File: config.mk
export PLATFORM = sky130hd
export DESIGN_NAME = projectile_scheduler
export DESIGN_NICKNAME = d
export VERILOG_FILES = /design/src/rtl/projectile_scheduler.sv
export SDC_FILE = /design/constraint.sdc
export NUM_CORES = 1
export LEC_CHECK = 0
export ABC_AREA = 1
export BUFFER_PORTS_ARGS = -buffer_cell sky130_fd_sc_hd__buf_2
export CORE_ASPECT_RATIO = 1.5
export CORE_UTILIZATION = 58
export CTS_CLUSTER_DIAMETER = 30
export DETAILED_ROUTE_END_ITERATION = 8
export GPL_ROUTABILITY_DRIVEN = 0
export PLACE_DENSITY = 0.84
export SLEW_MARGIN = 20
export SYNTH_ARGS = -nofsm -noshare
export SYNTH_HDL_FRONTEND = slang
export SYNTH_SLANG_ARGS = --single-unit
File: constraint.sdc
create_clock -name clk_master -period 5 [get_ports clk_master]
set_input_delay 1 -clock clk_master [delete_from_list [all_inputs] [get_ports clk_master]]
set_output_delay 1 -clock clk_master [all_outputs]
set_load 0.01 [all_outputs]
File: src/rtl/projectile_scheduler.sv
// ---------------------------------------------------------------------------
// projectile_scheduler
//
// Owns the shared pool of projectile slots. Fire requests from the player and
// the enemy fleet are arbitrated into free slots, one allocation per clock.
// Every live projectile advances on each game step strobe. A slot retires when
// it leaves the playfield or when the collision logic kills it.
//
// Ports
//   clk_master        system clock, all state on the rising edge
//   rst               synchronous, active-high reset
//   pulse_stepCycle   one-cycle game step strobe
//   fireReq_player    level request from the player controller
//   playerX/Y/W       player left edge, top edge, width (spawn position source)
//   fireReq_enemy     level request from the enemy fleet
//   enemyX/Y          enemy spawn position
//   hitClear          per-slot kill from the collision logic
//   slotValid         slot live
//   slotDir           1 = moving up (player shot), 0 = moving down (enemy shot)
//   slotX             slot i X at [10i+9:10i]
//   slotY             slot i Y at [9i+8:9i]
//   fireGrant_player  one-cycle grant pulse for the player
//   fireGrant_enemy   one-cycle grant pulse for the enemy fleet
//
// Request/grant handshake: a request is a level that is sampled on every
// rising edge. When it wins arbitration at edge N, the matching grant is high
// for cycle N+1 only. From that same cycle the slot outputs show the new
// projectile. The requester must drop its request once it sees the grant. A
// request that is still held is treated as a new request. A request that loses
// arbitration, or finds no free slot, stays pending without further action.
// ---------------------------------------------------------------------------
module projectile_scheduler #(
   parameter int NSLOTS          = 4,
   parameter int SCREEN_H        = 480,
   parameter int PROJ_SPEED      = 4,
   parameter int PLAYER_COOLDOWN = 8
) (
   input  logic                   clk_master,
   input  logic                   rst,
   input  logic                   pulse_stepCycle,
   input  logic                   fireReq_player,
   input  logic [9:0]             playerX,
   input  logic [8:0]             playerY,
   input  logic [9:0]             playerW,
   input  logic                   fireReq_enemy,
   input  logic [9:0]             enemyX,
   input  logic [8:0]             enemyY,
   input  logic [NSLOTS-1:0]      hitClear,
   output logic [NSLOTS-1:0]      slotValid,
   output logic [NSLOTS-1:0]      slotDir,
   output logic [10*NSLOTS-1:0]   slotX,
   output logic [9*NSLOTS-1:0]    slotY,
   output logic                   fireGrant_player,
   output logic                   fireGrant_enemy
);

   localparam int IDX_W = (NSLOTS > 1) ? $clog2(NSLOTS) : 1;
   localparam int CD_W  = $clog2(PLAYER_COOLDOWN + 1);

   localparam logic [9:0]      SPEED_10  = 10'(PROJ_SPEED);
   localparam logic [8:0]      SPEED_9   = 9'(PROJ_SPEED);
   localparam logic [9:0]      SCREEN_10 = 10'(SCREEN_H);
   localparam logic [CD_W-1:0] CD_LOAD   = CD_W'(PLAYER_COOLDOWN);

   // Slot state
   logic [NSLOTS-1:0] valid_q, valid_d;
   logic [NSLOTS-1:0] dir_q, dir_d;
   logic [9:0]        x_q [NSLOTS];
   logic [9:0]        x_d [NSLOTS];
   logic [8:0]        y_q [NSLOTS];
   logic [8:0]        y_d [NSLOTS];

   // Arbitration state
   logic [CD_W-1:0]   cooldown_q, cooldown_d;
   logic              ptr_enemy_q, ptr_enemy_d;   // 0 = player favoured on a tie
   logic              grant_player_q, grant_player_d;
   logic              grant_enemy_q, grant_enemy_d;

   // Combinational helpers
   logic              free_found;
   logic [IDX_W-1:0]  free_idx;
   logic              player_live;
   logic              player_elig;
   logic              enemy_elig;
   logic              alloc;
   logic [9:0]        player_spawn_x;

   // Find the lowest free slot. The search uses only the registered valid bits.
   // A slot that is freed this cycle therefore becomes allocatable one cycle later.
   always_comb begin
      free_found = 1'b0;
      free_idx   = '0;
      for (int i = NSLOTS - 1; i >= 0; i--) begin
         if (!valid_q[i]) begin
            free_found = 1'b1;
            free_idx   = IDX_W'(i);
         end
      end
   end

   always_comb begin
      player_live    = |(valid_q & dir_q);
      player_elig    = fireReq_player && (cooldown_q == '0) && !player_live;
      enemy_elig     = fireReq_enemy;
      player_spawn_x = playerX + (playerW >> 1);

      grant_player_d = free_found && player_elig && (!enemy_elig || !ptr_enemy_q);
      grant_enemy_d  = free_found && enemy_elig && (!player_elig || ptr_enemy_q);
      alloc          = grant_player_d || grant_enemy_d;

      // After a grant, the next tie is decided in favour of the other requester.
      ptr_enemy_d = ptr_enemy_q;
      if (grant_player_d) begin
         ptr_enemy_d = 1'b1;
      end else if (grant_enemy_d) begin
         ptr_enemy_d = 1'b0;
      end

      cooldown_d = cooldown_q;
      if (grant_player_d) begin
         cooldown_d = CD_LOAD;
      end else if (pulse_stepCycle && (cooldown_q != '0)) begin
         cooldown_d = cooldown_q - 1'b1;
      end
   end

   // Per-slot update. Each slot is handled in this order: new allocation, then
   // kill, then step. A newly allocated slot was invalid, so a kill or a step in
   // the same cycle cannot apply to it.
   always_comb begin
      valid_d = valid_q;
      dir_d   = dir_q;
      for (int i = 0; i < NSLOTS; i++) begin
         x_d[i] = x_q[i];
         y_d[i] = y_q[i];
         if (alloc && (free_idx == IDX_W'(i))) begin
            valid_d[i] = 1'b1;
            if (grant_player_d) begin
               dir_d[i] = 1'b1;
               x_d[i]   = player_spawn_x;
               y_d[i]   = playerY;
            end else begin
               dir_d[i] = 1'b0;
               x_d[i]   = enemyX;
               y_d[i]   = enemyY;
            end
         end else if (valid_q[i] && hitClear[i]) begin
            valid_d[i] = 1'b0;
         end else if (valid_q[i] && pulse_stepCycle) begin
            if (dir_q[i]) begin
               if (y_q[i] < SPEED_9) begin
                  valid_d[i] = 1'b0;
               end else begin
                  y_d[i] = y_q[i] - SPEED_9;
               end
            end else begin
               // The sum is formed at 10 bits, so a Y near 511 cannot wrap
               // and look as if it were still on screen.
               if (({1'b0, y_q[i]} + SPEED_10) >= SCREEN_10) begin
                  valid_d[i] = 1'b0;
               end else begin
                  y_d[i] = y_q[i] + SPEED_9;
               end
            end
         end
      end
   end

   always_ff @(posedge clk_master) begin
      if (rst) begin
         valid_q        <= '0;
         dir_q          <= '0;
         cooldown_q     <= '0;
         ptr_enemy_q    <= 1'b0;
         grant_player_q <= 1'b0;
         grant_enemy_q  <= 1'b0;
         for (int i = 0; i < NSLOTS; i++) begin
            x_q[i] <= '0;
            y_q[i] <= '0;
         end
      end else begin
         valid_q        <= valid_d;
         dir_q          <= dir_d;
         cooldown_q     <= cooldown_d;
         ptr_enemy_q    <= ptr_enemy_d;
         grant_player_q <= grant_player_d;
         grant_enemy_q  <= grant_enemy_d;
         for (int i = 0; i < NSLOTS; i++) begin
            x_q[i] <= x_d[i];
            y_q[i] <= y_d[i];
         end
      end
   end

   assign slotValid        = valid_q;
   assign slotDir          = dir_q;
   assign fireGrant_player = grant_player_q;
   assign fireGrant_enemy  = grant_enemy_q;

   for (genvar g = 0; g < NSLOTS; g++) begin : g_pack
      assign slotX[10*g +: 10] = x_q[g];
      assign slotY[9*g +: 9]   = y_q[g];
   end

endmodule

* Word-level counts from Yosys, hierarchy flattened
Memory sizes are Yosys's and may differ from the RTL's.
Cells that the tools add are included.
** Storage, ports and cells
- Register bits after elaboration :: 15
- RAM bits :: 76
- Input bits :: 57
- Output and inout bits :: 86
- Logic and storage cells :: 176
- Memories kept :: 2
** Operators by class
- Add/sub/neg operators :: 14
- Magnitude comparators :: 8
- Equality and inequality tests :: 7
- Muxes and demuxes :: 78
- Bitwise operators :: 9
- Reductions and logical operators :: 45
** Memory list
- x_q :: words 4, width 10, rd ports 4, clocked after Yosys merged registers in 0, write ports 4, line 68 : logic [9:0] x_q [NSLOTS];
- y_q :: words 4, width 9, rd ports 4, clocked after Yosys merged registers in 0, write ports 4, line 70 : logic [8:0] y_q [NSLOTS];
** Operators with widths (number)
- 2-to-1 mux 9 bit :: 29
- 2-to-1 mux 10 bit :: 9
- adder 9 x 3 -> 10 bit, second input constant :: 4
- >= comparator 10 x 9 -> 1 bit, second input constant :: 4
- adder 9 x 3 -> 9 bit, second input constant :: 4
- less-than comparator 9 x 3 -> 1 bit, second input constant :: 4
- subtractor 9 x 3 -> 9 bit, second input constant :: 4
- 2-to-1 mux 1 bit :: 34
- nonzero test 4 bit :: 5
- logical AND 1 bit :: 19
- != test 4 x 1 -> 1 bit, second input constant :: 4
- AND reduction 3 bit :: 4
- nonzero test 3 bit :: 4
- adder 10 x 9 -> 10 bit :: 1
- 2-to-1 mux 2 bit :: 4
- 2-to-1 mux 4 bit :: 2
- bitwise OR 1 bit :: 8
- bitwise AND 4 bit :: 1
- == test 2 bit, second input constant :: 2
- logical NOT 1 bit :: 4
- logical NOT 4 bit :: 1
- nonzero test 2 bit :: 2
- OR reduction 4 bit :: 1
- subtractor 4 x 1 -> 4 bit, second input constant :: 1
- 4 further kinds :: 6

* Longest topological paths before layout
- Depth in word-level cells :: 11
- Mapped depth :: 15
- Mapped depth without buffers :: 14

* Worst setup path before layout
Ideal clock, no wire load.
- Path kind :: input to register
- From :: input port playerX[0]
- To :: memory x_q[1][6]
- Library setup time :: 0.109 ns
- Data arrival time :: 2.302 ns
- Data required time :: 4.891 ns
- Slack :: 2.589 ns
- Cell stages on the path :: 10
- Path buffers :: 0
- Cell sequence :: ha_1 -> fa_1 -> nand3_1 -> nand2_1 -> nand2_1 -> o21ai_0 -> o21ai_1 -> nand3_1 -> nand2_1 -> inv_1
** RTL lines
- start: declaration :: line 42 : input logic [9:0] playerX,
- end: declaration :: line 68

==> qor.csv <==
metric,value,unit
P_sw,0.00120,W
Final Setup Violations,0,
Synth Instances,896,
I/O pin cnt,143,
M1 WL,6100,um
Yosys top cell area share,32.0,%
Hold Buf Count CTS,0,
setup bufs post-CTS,0,
final net count,1090,
Clock Sinks,91,
critical path class,in2reg,
kind of cell adding the most delay to the critical path,simple AND/OR/NAND/NOR gates,
period utilization,55.6,%
Seq pwr share,34.4,%
initial core utilization,59.2,%
Syn. warnings,0,
failing checks,design-rule violations,
Die Area,0.0102,sq mm
slowest CP cell,nand3_1,
hold crit path type,reg2reg,
synthesized area,0.00570,sq mm
"flops & latches, synth",91,
"antenna viol nets, final",0,
Clock Latency Late Sink,0.36,ns
residual DRC count,2,
Setup Total Neg Slack,0,ns
Avg WL per Cell,13.4,um
total track usage,29.9,%
met2 routed WL,7790,um
top post-synthesis cells by count,"206 x nand2_1, 138 x nor2_1, 96 x inv_1",
die height,123,um
sequential area share after synthesis,32.0,%
Placed Cells,1117,
I/O Buffers,141,
Area Growth Syn to Fin,17.5,%
crit path DAT,3.03,ns
fillers,881,
clock buffer depth,2,
net count after synthesis,973,
worst slew pin tran,0.939,ns
LEAKAGE,3.54,nW
relative slew slack,37.2,%
CP peak stage delay,0.65,ns
area post-placement,0.00637,sq mm
highest routing layer actually used,met4,
gr ovfl total,0,
num rows,44,
clock slew at reported path FFs,0.07,ns
Post-synth EDFFs,0,
"most used cell, CP",nor2_1,
final hold viol count,0,
max-cap viol count,0,
cell taking the most area after synthesis,dfxtp_1,
final HPWL from detailed placement,11100,um
crit-path cells,buf_2 > nand2_1 > nor2_1 > and2_1 > nand3_1 > o21ai_2 > a21oi_1 > o21ai_0 > nor2_1,
antenna violations before repair,1,
Max Freq,359,MHz
status,"finished, violations left",
top_reg_cell synth,dfxtp_1,
Worst Hold Slack,0.472,ns
die span in x,82.9,um
CP max FO,19,
DR WL met3,978,um
TritonCTS clock tree,built,
syn avg cell area,6.36,sq um
Tmin final,2.78,ns
Max Transition Viols Final,0,
# resized after CTS,0,
Cell variety after synth,42,
first-pass detailed-route iteration total,7,
vias,6099,
first-iteration detailed-routing DRC count,413,
combinational share of power,39.9,%
first-pass GRT wire length,24900,um
cts bufs inserted,9,
Critical Path Sink Type,register,
post-route cell area,0.00669,sq mm
VDD IR-drop max,277,uV
Net Sw Frac,42.4,%
Clock Power Share,25.7,%
Int Power,0.00164,W
largest net degree at the start of global routing,47,
H-tree Lvls,3,
required time of the critical path,5.24,ns
Synth async-reset ratio,0,%
synth top area cells,"dfxtp_1 32%, nand2_1 14%, nor2_1 9.1%",
Final Non-Filler Cells,1134,
cell with the most instances after synthesis,nand2_1,
CTS root buffer,clkbuf_16,
"Buf+Inv Stages, Crit Path",1,
multi-input combinational cell area,0.00329,sq mm
Worst Skew,0.00870,ns
vias in the first global route,5614,
Seq. cell area,0.00182,sq mm
DR vias/cell,5.38,
layout cells sized above 1,19.3,%
Startpoint Class,input port,
drt total wl,15300,um
pwr/cell area,424,mW/mm^2
core area,0.00963,sq mm
RSZ-0062 raised after global routing,no,
## power by group through the flow
stage	registers (W)	logic (W)	clock network, W
after floorplan	0.000997	0.000802	0
after global placement	0.000986	0.00111	0
after detailed placement	0.000987	0.00112	0
after CTS	0.000973	0.00113	0.000734
after global routing	0.000999	0.00129	0.000762
final	0.000976	0.00113	0.000730
## path summary, 6_finish.rpt
kind | endpoint | cells after the start | slack, ns | from
setup / recovery | y_q[1][6] | 9 | 2.22 | fireReq_player
hold / removal | cooldown_q[1] | 2 | 0.47 | cooldown_q[1]
setup reg to reg | y_q[1][6] | 9 | 2.33 | slotDir[3]
hold reg to reg | cooldown_q[1] | 2 | 0.47 | cooldown_q[1]
## stage by stage
| stage | worst slack (ns) | util, % | total power, W |
|---|---|---|---|
| floorplan | 2.59 | - | 0.00180 |
| global placement | 1.90 | 66.1 | 0.00209 |
| detailed placement | 1.91 | 66.1 | 0.00211 |
| CTS | 2.27 | 69.5 | 0.00284 |
| global route | 2.07 | 69.5 | 0.00305 |
| finish | 2.22 | 69.5 | 0.00284 |
## area by class of cell
type,instances,area share [%]
Antenna cell,1,0.0374
Clock inverter,7,1.44
Tap cell,115,2.15
Timing Repair Buffer,144,10.9
Clock buffer,9,3.36
Inverter,102,5.72
Multi-Input combinational cell,665,49.2
Sequential cell,91,27.2
## worst register-to-register path, stage by stage, from the launching register on
cell	delay, ns
dfxtp_1	0.47
nand2_1	0.13
nand2_1	0.07
nor2_1	0.15
and2_1	0.17
nand3_1	0.66
o21ai_2	0.63
a21oi_1	0.12
o21ai_0	0.13
nor2_1	0.06
## layer usage
metal | global-route usage [%] | vias up
li1 | - | 3121
met1 | 32.6 | 2746
met3 | 6.68 | 29
met5 | 0 | -
met4 | 13.4 | 0
met2 | 55.5 | 203
## flip-flops by register name, summed over array words and instances, names as in the netlist
signal            count
x_q                  40
y_q                  36
cooldown_q            4
slotDir               4
slotValid             4
fireGrant_enemy       1
fireGrant_player      1
ptr_enemy_q           1
## logic make-up after synthesis
group                      Yosys count  synth area share [%]
xor gates and xnor gates            20                  3.07
and+or+nand+nor                    466                  34.8
DFF                                 91                  32.0
buffers and inverters              140                  10.3
AOI/OAI and AO/OA                  158                  15.2
muxes                                1                 0.176
adders and majority gates           20                  4.52
## cell usage in the layout, fill, tap and decap left out, types with 6 or more instances in the layout
master     count
ha_1          19
o21ai_1        9
nand3_1       72
o21ai_0       59
nand4_1       11
inv_2          6
nor3_1         9
inv_1         96
nand2_2       12
nor2_1       138
buf_2        141
nand2_1      206
clkbuf_16      9
a21oi_1       59
dfxtp_1       91
a31oi_1        7
xor2_1        18
Note: power is estimated with default switching activity, not from simulation.
